File: src/rtl/ime_pkg.sv
// Shared types and constants for the integer motion-estimation search controller.
package ime_pkg;

    localparam int NUM_PART = 9;
    localparam int P_FF     = 0;
    localparam int P_F8_0   = 1;
    localparam int P_F8_1   = 2;
    localparam int P_8F_0   = 3;
    localparam int P_8F_1   = 4;
    localparam int P_88_00  = 5;
    localparam int P_88_01  = 6;
    localparam int P_88_10  = 7;
    localparam int P_88_11  = 8;

    typedef enum logic [1:0] {
        IDLE   = 2'd0,
        SEARCH = 2'd1,
        DRAIN  = 2'd2,
        DONE   = 2'd3
    } state_t;

    localparam int MV_W_DEF = 6;

    typedef struct packed {
        logic signed [MV_W_DEF-1:0] y;
        logic signed [MV_W_DEF-1:0] x;
    } mv_t;

endpackage

File: src/rtl/ime_min_tracker.sv
// Single-partition running minimum of SAD with the motion vector that produced it.
module ime_min_tracker
    import ime_pkg::*;
#(
    parameter int SAD_W = 16,
    parameter int MV_W  = 6
) (
    input  logic              clk,
    input  logic              rst,
    input  logic              clear,
    input  logic              valid,
    input  logic [SAD_W-1:0]  sad,
    input  logic [2*MV_W-1:0] mv,
    output logic [SAD_W-1:0]  best_sad,
    output logic [2*MV_W-1:0] best_mv
);

    // Strict compare: on a tie the earlier raster candidate is kept.
    always_ff @(posedge clk or posedge rst) begin
        if (rst) begin
            best_sad <= '1;
            best_mv  <= '0;
        end else if (clear) begin
            best_sad <= '1;
            best_mv  <= '0;
        end else if (valid && (sad < best_sad)) begin
            best_sad <= sad;
            best_mv  <= mv;
        end
    end

endmodule

File: src/rtl/ime_search_ctrl.sv
// Full-search sequencer: walks candidate MVs, rolls the PE array and tracks 9 partition minima.
module ime_search_ctrl
    import ime_pkg::*;
#(
    parameter int SR     = 8,
    parameter int MV_W   = 6,
    parameter int SAD_W  = 16,
    parameter int PE_LAT = 2
) (
    input  logic                          clk,
    input  logic                          rst,
    input  logic                          start,
    input  logic                          ref_ready,
    input  logic [NUM_PART*SAD_W-1:0]     sad_in,
    output logic                          roll,
    output logic signed [MV_W-1:0]        cand_x,
    output logic signed [MV_W-1:0]        cand_y,
    output logic                          busy,
    output logic                          done,
    output logic [NUM_PART*SAD_W-1:0]     best_sad,
    output logic [NUM_PART*2*MV_W-1:0]    best_mv
);

    localparam logic signed [MV_W-1:0] MV_MIN = MV_W'(-SR);
    localparam logic signed [MV_W-1:0] MV_MAX = MV_W'(SR-1);

    state_t            state;
    logic              clear;
    logic              last;
    logic              pending;
    logic [PE_LAT-1:0] tag_v;
    logic [2*MV_W-1:0] tag_mv [PE_LAT];
    logic              head_v;
    logic [2*MV_W-1:0] head_mv;

    assign clear   = (state == IDLE) && start;
    assign roll    = (state == SEARCH) && ref_ready;
    assign last    = (cand_x == MV_MAX) && (cand_y == MV_MAX);
    assign busy    = (state != IDLE);
    assign done    = (state == DONE);
    assign head_v  = tag_v[PE_LAT-1];
    assign head_mv = tag_mv[PE_LAT-1];

    // Head entry is consumed this cycle, so only younger entries keep DRAIN alive.
    always_comb begin
        pending = 1'b0;
        for (int i = 0; i < PE_LAT-1; i++) begin
            pending = pending | tag_v[i];
        end
    end

    always_ff @(posedge clk or posedge rst) begin
        if (rst) begin
            state  <= IDLE;
            cand_x <= MV_MIN;
            cand_y <= MV_MIN;
        end else begin
            unique case (state)
                IDLE: begin
                    if (start) begin
                        state  <= SEARCH;
                        cand_x <= MV_MIN;
                        cand_y <= MV_MIN;
                    end
                end
                SEARCH: begin
                    if (ref_ready) begin
                        if (last) begin
                            state <= DRAIN;
                        end else if (cand_x == MV_MAX) begin
                            cand_x <= MV_MIN;
                            cand_y <= cand_y + 1'b1;
                        end else begin
                            cand_x <= cand_x + 1'b1;
                        end
                    end
                end
                DRAIN: begin
                    if (!pending) begin
                        state <= DONE;
                    end
                end
                DONE: begin
                    state <= IDLE;
                end
            endcase
        end
    end

    always_ff @(posedge clk or posedge rst) begin
        if (rst) begin
            tag_v <= '0;
            for (int i = 0; i < PE_LAT; i++) begin
                tag_mv[i] <= '0;
            end
        end else begin
            tag_v[0]  <= roll;
            tag_mv[0] <= {cand_y, cand_x};
            for (int i = 1; i < PE_LAT; i++) begin
                tag_v[i]  <= tag_v[i-1];
                tag_mv[i] <= tag_mv[i-1];
            end
        end
    end

    for (genvar p = 0; p < NUM_PART; p++) begin : g_part
        ime_min_tracker #(
            .SAD_W (SAD_W),
            .MV_W  (MV_W)
        ) u_trk (
            .clk      (clk),
            .rst      (rst),
            .clear    (clear),
            .valid    (head_v),
            .sad      (sad_in[p*SAD_W +: SAD_W]),
            .mv       (head_mv),
            .best_sad (best_sad[p*SAD_W +: SAD_W]),
            .best_mv  (best_mv[p*2*MV_W +: 2*MV_W])
        );
    end

endmodule

File: config.mk
export PLATFORM = sky130hd
export DESIGN_NAME = ime_search_ctrl
export DESIGN_NICKNAME = d
export VERILOG_FILES = /design/src/rtl/ime_pkg.sv /design/src/rtl/ime_min_tracker.sv /design/src/rtl/ime_search_ctrl.sv
export SDC_FILE = /design/constraint.sdc
export NUM_CORES = 1
export LEC_CHECK = 0
export BUFFER_PORTS_ARGS = -buffer_cell sky130_fd_sc_hd__buf_2
export CAP_MARGIN = 20
export CORE_UTILIZATION = 49
export CTS_BUF_LIST = sky130_fd_sc_hd__clkbuf_16
export DETAILED_ROUTE_END_ITERATION = 8
export PLACE_DENSITY_LB_ADDON = 0.08
export SETUP_SLACK_MARGIN = 0.3
export SLEW_MARGIN = 20
export SYNTH_ARGS = -nofsm -noshare
export SYNTH_HDL_FRONTEND = slang
export SYNTH_HIERARCHICAL = 1
export SYNTH_SLANG_ARGS = --single-unit
export TNS_END_PERCENT = 5
File: constraint.sdc
create_clock -name clk -period 2.4 [get_ports clk]
set_clock_uncertainty 0.2 [all_clocks]
set_input_delay 0.36 -clock clk [delete_from_list [all_inputs] [get_ports clk]]
set_output_delay 0.36 -clock clk [all_outputs]
set_load 0.02 [all_outputs]
==> impl_metrics.yaml, run 1 <==
setup_path:
  worst-path-max-fanout: 4
  crit_path_cell_trace: "inv_1 -> ha_1 -> nand4_1 -> or3_1 -> a221oi_2 -> nor4_4 -> buf_4 -> mux2i_1"
  timing.critical_path.arrival_ns: 2.69
  worst_ep_required_time_ns: 2.62
  worstSetupStartpointType: "flip-flop"
  crit_path_top_delay_cell: "dfstp_2"
  critPathCaptureType: "flip-flop"
  worst_path_largest_cell_delay_ns: 0.54
  setup.worst_path.class: "flip-flop to flip-flop"
clock_network:
  tritoncts_clock_tree: "yes"
  clock_insertion_delay_worst_skew_ns: 0.51
  cts_buffer_depth: 3
  path_clk_slew_ns: 0.06
  clock_sink_count: 292
  root_driver: "clkbuf_16"
  cts_inserted_buffers: 37
  htree_levels: 2
synth:
  synth.distinct_cells: 51
  synth_largest_area_cell: "dfstp_2"
  synthesis.area_um2: 17200
  avgSynthCellArea_um2: 10.0
  yosysSeqAreaShare_pct: 43.5
  yosys_warnings: 6
  post_synth_net_total: 2004
  synth_area_leaders: "dfstp_2 23%, dfrtp_1 21%, mux2i_1 15%"
  synth-seq-cells: 292
  synth_top_cell_area_share_pct: 22.9
  syn-instance-count: 1715
pwr:
  cellLeakagePower_uw: 0.0115
  power.density_cell_area_nw_per_um2: 1240
  vdd_ir_max_v: 0.000898
  finalPower_uw: 29600
global_routing:
  via_count_of_the_first_global_routing_pass: 15000
  largest_net_degree_at_the_start_of_global_routing: 81
  grt_antenna_before_repair: 0
  grt-ovfl-total: 0
  groute.usage.overall_pct: 27.4
  grt_first_pass_wirelength_um: 78600
detailed_routing:
  postRouteAntennaNets: 0
  detailedRoute.firstPassIterationCount: 5
  drcViolationCount: 0
  vias_per_cell: 5.16
  drt-initial-drc-count: 646
  via_count: 14400
  post_drt_wl_per_cell_um: 17.9
  postRouteWirelength_um: 49900
min_path:
  min_path_type: "primary input to flip-flop"
sta:
  timing.max_slew.rel_slack_pct: 53.0
  final-hold-violation-count: 0
  clock.fmax_ghz: 0.404
  final_max_slew_viol_count: 0
  grt_setup_unrepaired: "true"
  finalSetupViolCount: 31
  pin_slew_with_the_least_headroom_to_its_limit_ns: 0.705
  final_period_minus_worst_setup_slack_ns: 2.47
  min_period_over_period_pct: 103
  post-route-worst-setup-slack_ns: -0.0737
die:
  io-pin-count: 415
  chipHeight_um: 190
  die_width_um: 190
  die_area_um2: 35900
  total_number_of_placement_rows: 68
  floorplan.core_area_um2: 34500
  initial_utilization_pct: 49.9
final_layout:
  n_antenna_cell: 0
  post-route-util_pct: 68.9
  mostFrequentLayoutCells: "413 x buf_2, 290 x nor2_1, 256 x mux2i_1, 218 x nand2b_1, 150 x dfstp_2"
  fraction_of_final_layout_cells_sized_beyond_drive_strength_1_pct: 37.4
  final_common_cell: "buf_2"
  area.growth.synth_to_final_pct: 38.2
  final_nets: 2597
  final_design_area_no_fill_um2: 23800
placement:
  pre_cts_ws_ns: -0.0548
  gp_congestion: 0.875
  place.port_buffers: 414
  hpwl_um: 32700
  placed_cell_area_um2: 20400
job:
  drv_cap: 0
outcome:
  run_status: "finished with violations"
  violations: "negative setup slack"
-- final cells by class --
class / instances / area [µm²]
fillers: 2663 / 10700
clock buffers: 39 / 976
clock inverters: 28 / 200
flip-flops and latches: 292 / 7500
well taps: 455 / 569
repair buffers: 638 / 4390
multi-input cells: 1158 / 9500
inverters: 181 / 679
-- worst max-delay path, delay by kind of cell (launching register included) --
family,cells,cell delay (ns)
compound gates,1,0.28
fa+ha+maj,1,0.30
mux,1,0.21
buf+inv,2,0.24
simple gates,3,0.61
flops,1,0.54
-- path summary, 6_finish.rpt --
| kind | from | to | slack (ns) | cells after the start |
|---|---|---|---|---|
| max in group asynchronous | rst | cand_y[5] | 0.93 | 4 |
| max reg2reg | g_part[8].u_trk/best_sad[15] | g_part[8].u_trk/best_sad[1] | -0.07 | 8 |
| min reg2reg | tag_mv[15] | head_mv[3] | 0.15 | 0 |
| min | start | cand_y[3] | 0.09 | 4 |
| min in group asynchronous | rst | g_part[3].u_trk/best_mv[2] | 0.42 | 4 |
| max | g_part[8].u_trk/best_sad[15] | g_part[8].u_trk/best_sad[1] | -0.07 | 8 |
-- report_power, final --
group          internal, µW  switching (µW)  leakage (µW)  total, µW
Clock                  3250            2150      0.000613       5400
Sequential             7760            1780       0.00340       9540
Combinational          6170            8530       0.00748      14700
Total                 17200           12500        0.0115      29600
-- per-layer routing --
layer / wire length [µm] / global-route usage, % / share of wire [%]
met5: 0 / 0 / 0
met4: 2290 / 12.7 / 4.6
met3: 3040 / 4.91 / 6.1
met2: 23400 / 44.9 / 47
met1: 21200 / 35.2 / 42
-- per-stage QoR --
step	cells	setup TNS (ns)	hold slack [ns]
global placement	2567	0	0.132
CTS	2791	0	0.0688
floorplan	1715	0	0.131
global route	2791	-14.41	0.130
finish	2791	-0.287	0.0874
detailed placement	2567	-0.790	0.136
-- cells in the mapped netlist (all sizes together) --
cell type	number
nand4bb	1
o22ai	1
nand4	31
nand2b	219
or2b	1
or3	10
nor2b	3
o2bb2ai	1
a21oi	40
a211o	2
o32a	1
clkbuf	55
dfstp	150
buf	29
o2111ai	9
or4	1
nor3	19
mux2	3
and4bb	1
a211oi	1
nor3b	2
o21a	1
o211ai	2
nor4	9
inv	181
a41o	9
o21ai	20
a31oi	1
mux2i	256
xnor2	2
nor2	290
and2	3
and4	1
nand2	29
dfrtp	142
a221oi	9
ha	141
a21o	19
and3	3
nand3	17
-- logic make-up (layout without fill, tap and decap cells) --
group / Yosys count / count (layout) / share of synthesized area, %
flops: 292 / 292 / 43.5
simple gates: 640 / 640 / 18.5
compound gates: 116 / 116 / 4.90
buf+inv: 265 / 886 / 7.63
mux: 259 / 259 / 15.1
xor+xnor: 2 / 2 / 0.102
fa+ha+maj: 141 / 141 / 10.2
-- timing repair --
item | CTS | global route
hold buffers | 146 | 0
endpoints found under the setup margin | 254 | 256
cloned | 1 | 0
hold endpoints to repair | 261 | 0
setup buffers | 10 | 0
pin swaps | 46 | 10
resized for setup | 96 | 28
-- sequential cells by signal, summed over array words and instances, names as in the netlist --
register	cells
cand_x	6
cand_y	6
g_part.u_trk/best_mv	108
g_part.u_trk/best_sad	144
head_mv	12
state	2
tag_mv	12
tag_v	2
Note: power is estimated with default switching activity, not from simulation.
==> run 2, diff against run 1 <==
--- a/config.mk
+++ b/config.mk
@@ -7,11 +7,14 @@
 export LEC_CHECK = 0
 export BUFFER_PORTS_ARGS = -buffer_cell sky130_fd_sc_hd__buf_2
 export CAP_MARGIN = 20
-export CORE_UTILIZATION = 49
+export CELL_PAD_IN_SITES_DETAIL_PLACEMENT = 1
+export CELL_PAD_IN_SITES_GLOBAL_PLACEMENT = 1
+export CORE_UTILIZATION = 38
 export CTS_BUF_LIST = sky130_fd_sc_hd__clkbuf_16
 export DETAILED_ROUTE_END_ITERATION = 8
 export PLACE_DENSITY_LB_ADDON = 0.08
 export SETUP_SLACK_MARGIN = 0.3
+export SKIP_LAST_GASP = 1
 export SLEW_MARGIN = 20
 export SYNTH_ARGS = -nofsm -noshare
 export SYNTH_HDL_FRONTEND = slang
==> run 2 against run 1 <==
- the flow still finishes with violations (negative setup slack)
- worst setup slack worse by 0.042 ns
- core utilization decreased by 15 points
- sequential cell count did not move
- fmax fell by 1.7%
- global-route usage shrank 2.6 points
- worst hold slack got worse by 0.028 ns
- largest cell class unchanged
==> impl_metrics.yaml, run 2 (synthesis gave the netlist of run 1 again) <==
detailed_routing:
  drt-initial-drc-count: 688
  via_count: 14700
  vias_per_cell: 4.97
  drcViolationCount: 0
  postRouteAntennaNets: 0
  post_drt_wl_per_cell_um: 19.5
  postRouteWirelength_um: 57700
  detailedRoute.firstPassIterationCount: 5
clock_network:
  cts_buffer_depth: 3
  clock_insertion_delay_worst_skew_ns: 0.55
  cts_inserted_buffers: 38
  clock_sink_count: 292
  tritoncts_clock_tree: "yes"
  root_driver: "clkbuf_16"
  path_clk_slew_ns: 0.06
  htree_levels: 2
pwr:
  cellInternalPower_uw: 17000
  p_comb_share_pct: 50.6
  vdd_ir_max_v: 0.000707
  switching_share_pct: 43.2
  p_clk_share_pct: 17.8
  switchingPower_uw: 12900
  cellLeakagePower_uw: 0.0117
  power.sequential.fraction_pct: 31.6
  power.density_cell_area_nw_per_um2: 1250
setup_path:
  worst-path-max-fanout: 10
  timing.critical_path.arrival_ns: 2.75
  crit_path_cell_trace: "inv_2 -> ha_4 -> nand4_1 -> or3_4 -> a221oi_4 -> nor4_2 -> buf_4 -> clkbuf_16 -> mux2i_1"
  worstSetupStartpointType: "flip-flop"
  worst_ep_required_time_ns: 2.63
  critical_path.reg2reg.endpoint: "g_part[3].u_trk/best_mv[2]"
  ff2ff_setup_slack_ns: -0.12
  critPathCaptureType: "flip-flop"
  reg2reg_from: "g_part[3].u_trk/best_sad[10]"
  ff2ff_path_depth: 9
  crit_start: "g_part[3].u_trk/best_sad[10]"
  setup.worst_path.class: "flip-flop to flip-flop"
  crit_path_top_delay_cell: "dfstp_2"
  worst_path_largest_cell_delay_ns: 0.54
final_layout:
  fraction_of_final_layout_cells_sized_beyond_drive_strength_1_pct: 36.3
  mostFrequentLayoutCells: "417 x buf_2, 290 x nor2_1, 250 x mux2i_1, 219 x nand2b_1, 150 x dfstp_2"
  registers.top_by_ff_count: "g_part.u_trk/best_sad"
  largest_reg_flops: 144
  n_antenna_cell: 0
  final_common_cell: "buf_2"
  reg_top3: "g_part.u_trk/best_sad: 144 flops, g_part.u_trk/best_mv: 108 flops"
  final_nets: 2626
  final_standard_cell_count_with_taps_included_and_fillers_excluded: 2958
  final_design_area_no_fill_um2: 23900
  area.growth.synth_to_final_pct: 38.7
die:
  die_width_um: 215
  floorplan.core_area_um2: 44500
  io-pin-count: 415
  total_number_of_placement_rows: 77
  chipHeight_um: 215
  die_area_um2: 46200
  initial_utilization_pct: 38.7
min_path:
  min_path_type: "primary input to flip-flop"
  min_delay_worst_endpoint: "cand_y[5]"
  min_delay_path_depth: 4
  timing.hold.worst.start: "start"
sta:
  post-route-worst-setup-slack_ns: -0.115
  grt_setup_unrepaired: "true"
  clock.fmax_ghz: 0.398
  timing.max_slew.rel_slack_pct: 48.9
  min_period_over_period_pct: 105
  final_max_slew_viol_count: 0
  final_period_minus_worst_setup_slack_ns: 2.52
  final-hold-violation-count: 0
  pin_slew_with_the_least_headroom_to_its_limit_ns: 0.766
  finalSetupViolCount: 154
global_routing:
  grt_first_pass_wirelength_um: 89900
  groute.usage.overall_pct: 24.8
  largest_net_degree_at_the_start_of_global_routing: 69
  grt-ovfl-total: 0
  grt_antenna_before_repair: 0
  via_count_of_the_first_global_routing_pass: 15800
placement:
  placed_cell_area_um2: 20700
  place.port_buffers: 414
  placed_cells: 2724
  gp_congestion: 0.842
  hpwl_um: 39000
job:
  drv_cap: 0
outcome:
  violations: "negative setup slack"
  run_status: "finished with violations"
## run 2: cell count changes in the layout (fill, tap and decap cells not counted), sizes merged
cell	change
buf	+26
clkinvlp	+5
bufinv	-3
clkbuf	+2
clkinv	-1
inv	+1
## run 2: how the worst max path moves through the flow
stage / endpoint / cells past startpoint
6_report: g_part[3].u_trk/best_mv[2] / 9
4_1_cts: g_part[4].u_trk/best_sad[5] / 8
3_5_place_dp: g_part[0].u_trk/best_sad[7] / 8
3_3_place_gp: g_part[2].u_trk/best_sad[13] / 8
2_1_floorplan: g_part[0].u_trk/best_mv[10] / 9
5_1_grt: g_part[3].u_trk/best_sad[6] / 9
## run 2: area by class of cell
class | instances | area (µm²)
Sequential cell | 292 | 7490
Clock inverter | 30 | 161
Multi-Input combinational cell | 1158 | 9200
Inverter | 181 | 679
Fill cell | 5088 | 20600
Timing Repair Buffer | 666 | 4650
Clock buffer | 39 | 976
Tap cell | 592 | 741
## run 2: per-layer routing
layer,vias to the layer above,GRT usage [%],share of wire [%]
met3,99,5.49,5.1
met4,0,9.17,3.8
met1,7331,31.7,44
li1,6938,-,-
met2,342,40.7,47
met5,-,0,0
## run 2: what timing repair did
action	CTS	global route
hold buffers	146	0
endpoints found under the setup margin	256	259
hold endpoints to repair	281	0
buffers inserted	8	5
pin swaps	10	12
gates cloned	2	4
gates resized for setup	31	40
## run 2: worst max-delay path: cells and delay by family, from the launching register on
kind                       cells  cell delay (ns)
and+or+nand+nor                3             0.62
DFF                            1             0.54
buffers and inverters          3             0.43
adders and majority gates      1             0.27
AOI/OAI and AO/OA              1             0.20
muxes                          1             0.13
## run 2: through the flow
stage | power [µW] | setup WS [ns] | utilization [%] | TNS (ns) | hold WS (ns)
2_1_floorplan | 18500 | 0.0545 | - | 0 | 0.131
4_1_cts | 29800 | -0.0836 | 52.9 | -5.29 | 0.0319
5_1_grt | 32000 | -0.199 | 53.7 | -31.03 | 0.0958
3_3_place_gp | 23200 | -0.00703 | 46.5 | -0.0240 | 0.133
3_5_place_dp | 23800 | -0.0871 | 46.5 | -3.85 | 0.136
6_report | 29900 | -0.115 | 53.7 | -6.93 | 0.0591
## run 2: power groups by stage
stage	clock network, µW	registers (µW)	logic [µW]
finish	5330	9480	15100
CTS	5490	9490	14800
floorplan	0	11500	7020
detailed placement	0	9540	14200
global route	5680	9780	16500
global placement	0	9420	13800
==> run 3, diff against run 2 <==
--- a/config.mk
+++ b/config.mk
@@ -5,7 +5,8 @@
 export SDC_FILE = /design/constraint.sdc
 export NUM_CORES = 1
 export LEC_CHECK = 0
-export BUFFER_PORTS_ARGS = -buffer_cell sky130_fd_sc_hd__buf_2
+export ABC_CLOCK_PERIOD_IN_PS = 2400
+export BUFFER_PORTS_ARGS = -buffer_cell sky130_fd_sc_hd__buf_4
 export CAP_MARGIN = 20
 export CELL_PAD_IN_SITES_DETAIL_PLACEMENT = 1
 export CELL_PAD_IN_SITES_GLOBAL_PLACEMENT = 1
==> run 3 against run 2 <==
- the flow still finishes with violations (negative setup slack)
- critical path type unchanged
- wire length up 2.0%
- via count increased by 1.3%
- clock-buffer cell count did not move
- non-clock buffer count is 14 higher
- highest routed layer unchanged
- core utilization grew 2.6 points
- clock power rose by 10%
- sequential power grew 0.8%
- combinational power up 9%
- largest power group unchanged
- die area unchanged
==> impl_metrics.yaml, run 3 (synthesis gave the netlist of run 1 again) <==
final_layout:
  reg_top3: "g_part.u_trk/best_sad: 144 flops, g_part.u_trk/best_mv: 108 flops"
  area.growth.synth_to_final_pct: 45.5
  post-route-util_pct: 56.3
  final_common_cell: "buf_4"
  largest_reg_flops: 144
  registers.top_by_ff_count: "g_part.u_trk/best_sad"
  mostFrequentLayoutCells: "507 x buf_4, 290 x nor2_1, 249 x mux2i_1, 219 x nand2b_1, 159 x inv_1"
  final_nets: 2641
  fraction_of_final_layout_cells_sized_beyond_drive_strength_1_pct: 35.7
  n_antenna_cell: 0
detailed_routing:
  drt-initial-drc-count: 621
  detailedRoute.firstPassIterationCount: 5
  post_drt_wl_per_cell_um: 19.8
  postRouteAntennaNets: 0
  drcViolationCount: 0
  via_count: 14900
  postRouteWirelength_um: 58800
  vias_per_cell: 5.01
setup_path:
  crit_path_cell_trace: "inv_2 -> ha_4 -> nand4_1 -> or3_4 -> a221oi_4 -> nor4_4 -> bufbuf_16 -> mux2i_4"
  reg2reg_from: "g_part[4].u_trk/best_sad[7]"
  cp.depth: 8
  crit_path_top_delay_cell: "dfstp_2"
  critical_path.reg2reg.endpoint: "g_part[4].u_trk/best_sad[13]"
  worst_path_dominant_cell_family: "simple AND/OR/NAND/NOR gates"
  critPathCaptureType: "flip-flop"
  ff2ff_path_depth: 8
  ff2ff_setup_slack_ns: -0.21
  timing.critical_path.arrival_ns: 2.87
  setup.worst_path.class: "flip-flop to flip-flop"
  timing.critical_path.buf_inv: 2
  worst-path-max-fanout: 7
  worstSetupStartpointType: "flip-flop"
  worst_ep_required_time_ns: 2.66
  worst_path_largest_cell_delay_ns: 0.54
global_routing:
  grt-ovfl-total: 0
  groute.usage.overall_pct: 25.3
  grt_first_pass_wirelength_um: 91600
  via_count_of_the_first_global_routing_pass: 16200
  largest_net_degree_at_the_start_of_global_routing: 83
  grt_antenna_before_repair: 0
clock_network:
  cts_inserted_buffers: 39
  tritoncts_clock_tree: "yes"
  clock_insertion_delay_worst_skew_ns: 0.55
  cts_buffer_depth: 3
  htree_levels: 2
  path_clk_slew_ns: 0.06
  root_driver: "clkbuf_16"
  clock_sink_count: 292
pwr:
  switchingPower_uw: 13000
  p_comb_share_pct: 51.5
  cellInternalPower_uw: 18800
  p_clk_share_pct: 18.5
  switching_share_pct: 41.0
  vdd_ir_max_v: 0.000778
  power.density_cell_area_nw_per_um2: 1270
  power.sequential.fraction_pct: 30.0
  cellLeakagePower_uw: 0.0122
  finalPower_uw: 31800
outcome:
  violations: "negative setup slack"
  run_status: "finished with violations"
min_path:
  min_delay_path_depth: 4
  min_delay_worst_endpoint: "cand_y[3]"
  min_path_type: "primary input to flip-flop"
  timing.hold.worst.start: "start"
sta:
  final-hold-violation-count: 0
  post-route-worst-setup-slack_ns: -0.210
  grt_setup_unrepaired: "true"
  finalSetupViolCount: 189
  final_period_minus_worst_setup_slack_ns: 2.61
  min_period_over_period_pct: 109
  pin_slew_with_the_least_headroom_to_its_limit_ns: 0.817
  timing.max_slew.rel_slack_pct: 45.5
  final_max_slew_viol_count: 0
  clock.fmax_ghz: 0.383
job:
  drv_cap: 0
die:
  total_number_of_placement_rows: 77
  initial_utilization_pct: 38.7
  die_width_um: 215
  die_area_um2: 46200
  chipHeight_um: 215
  floorplan.core_area_um2: 44500
  io-pin-count: 415
placement:
  place.port_buffers: 414
  gp_congestion: 0.829
  hpwl_um: 39700
## run 3: timing repair
item                       4_1_cts  5_1_grt
pin swaps                        8       16
buffers inserted                 9        6
setup endpoints to repair      257      259
hold endpoints to repair       287        0
gates cloned                     5        1
resized for setup               25       31
hold buffers                   146        0
## run 3: worst max path at each step
stage	startpoint	end
finish	g_part[4].u_trk/best_sad[7]	g_part[4].u_trk/best_sad[13]
global route	g_part[0].u_trk/best_sad[2]	g_part[0].u_trk/best_sad[13]
CTS	g_part[7].u_trk/best_sad[13]	g_part[7].u_trk/best_sad[2]
detailed placement	g_part[7].u_trk/best_sad[14]	g_part[7].u_trk/best_sad[2]
global placement	g_part[7].u_trk/best_sad[13]	g_part[7].u_trk/best_sad[15]
floorplan	g_part[0].u_trk/best_sad[10]	g_part[0].u_trk/best_mv[10]
## run 3: cell type report
| cell class | count | area, µm² |
|---|---|---|
| clock inverter | 30 | 292 |
| sequential | 292 | 7490 |
| inverter | 181 | 679 |
| fill | 4958 | 19400 |
| multi-input combinational | 1158 | 9120 |
| tap | 592 | 741 |
| timing repair buffer | 680 | 5770 |
| clock buffer | 39 | 976 |
## run 3: worst register-to-register path, cell delays in order (launching register included)
cell,delay (ns)
dfstp_2,0.54
inv_2,0.05
ha_4,0.28
nand4_1,0.17
or3_4,0.45
a221oi_4,0.26
nor4_4,0.10
bufbuf_16,0.30
mux2i_4,0.18
## run 3: power groups by stage
stage                     Combinational (µW)  Clock [µW]  Sequential, µW
final                                  16400        5880            9560
after global routing                   17800        6250            9850
after CTS                              16200        6080            9560
after detailed placement               15500           0            9600
after global placement                 15000           0            9490
after floorplan                         7020           0           11500
## run 3: metrics by stage
stage / hold slack, ns / area [µm²] / setup slack (ns) / instances / setup TNS (ns)
final: 0.0749 / 25100 / -0.210 / 2972 / -11.01
after floorplan: 0.131 / 17600 / 0.0545 / 1715 / 0
after global routing: 0.0947 / 25100 / -0.290 / 2972 / -38.08
after global placement: 0.113 / 21800 / -0.379 / 2736 / -8.41
after CTS: 0.0452 / 24800 / -0.0956 / 2965 / -10.81
after detailed placement: 0.114 / 21800 / -0.423 / 2736 / -13.18
## run 3: layer usage
metal	vias up	wire length, µm	track usage, %	share of wire, %
met3	114	2880	4.84	4.9
met5	-	0	0	0
met2	341	28600	42.7	49
met4	0	2460	10.9	4.2
li1	6977	-	-	-
met1	7470	24900	31.3	42
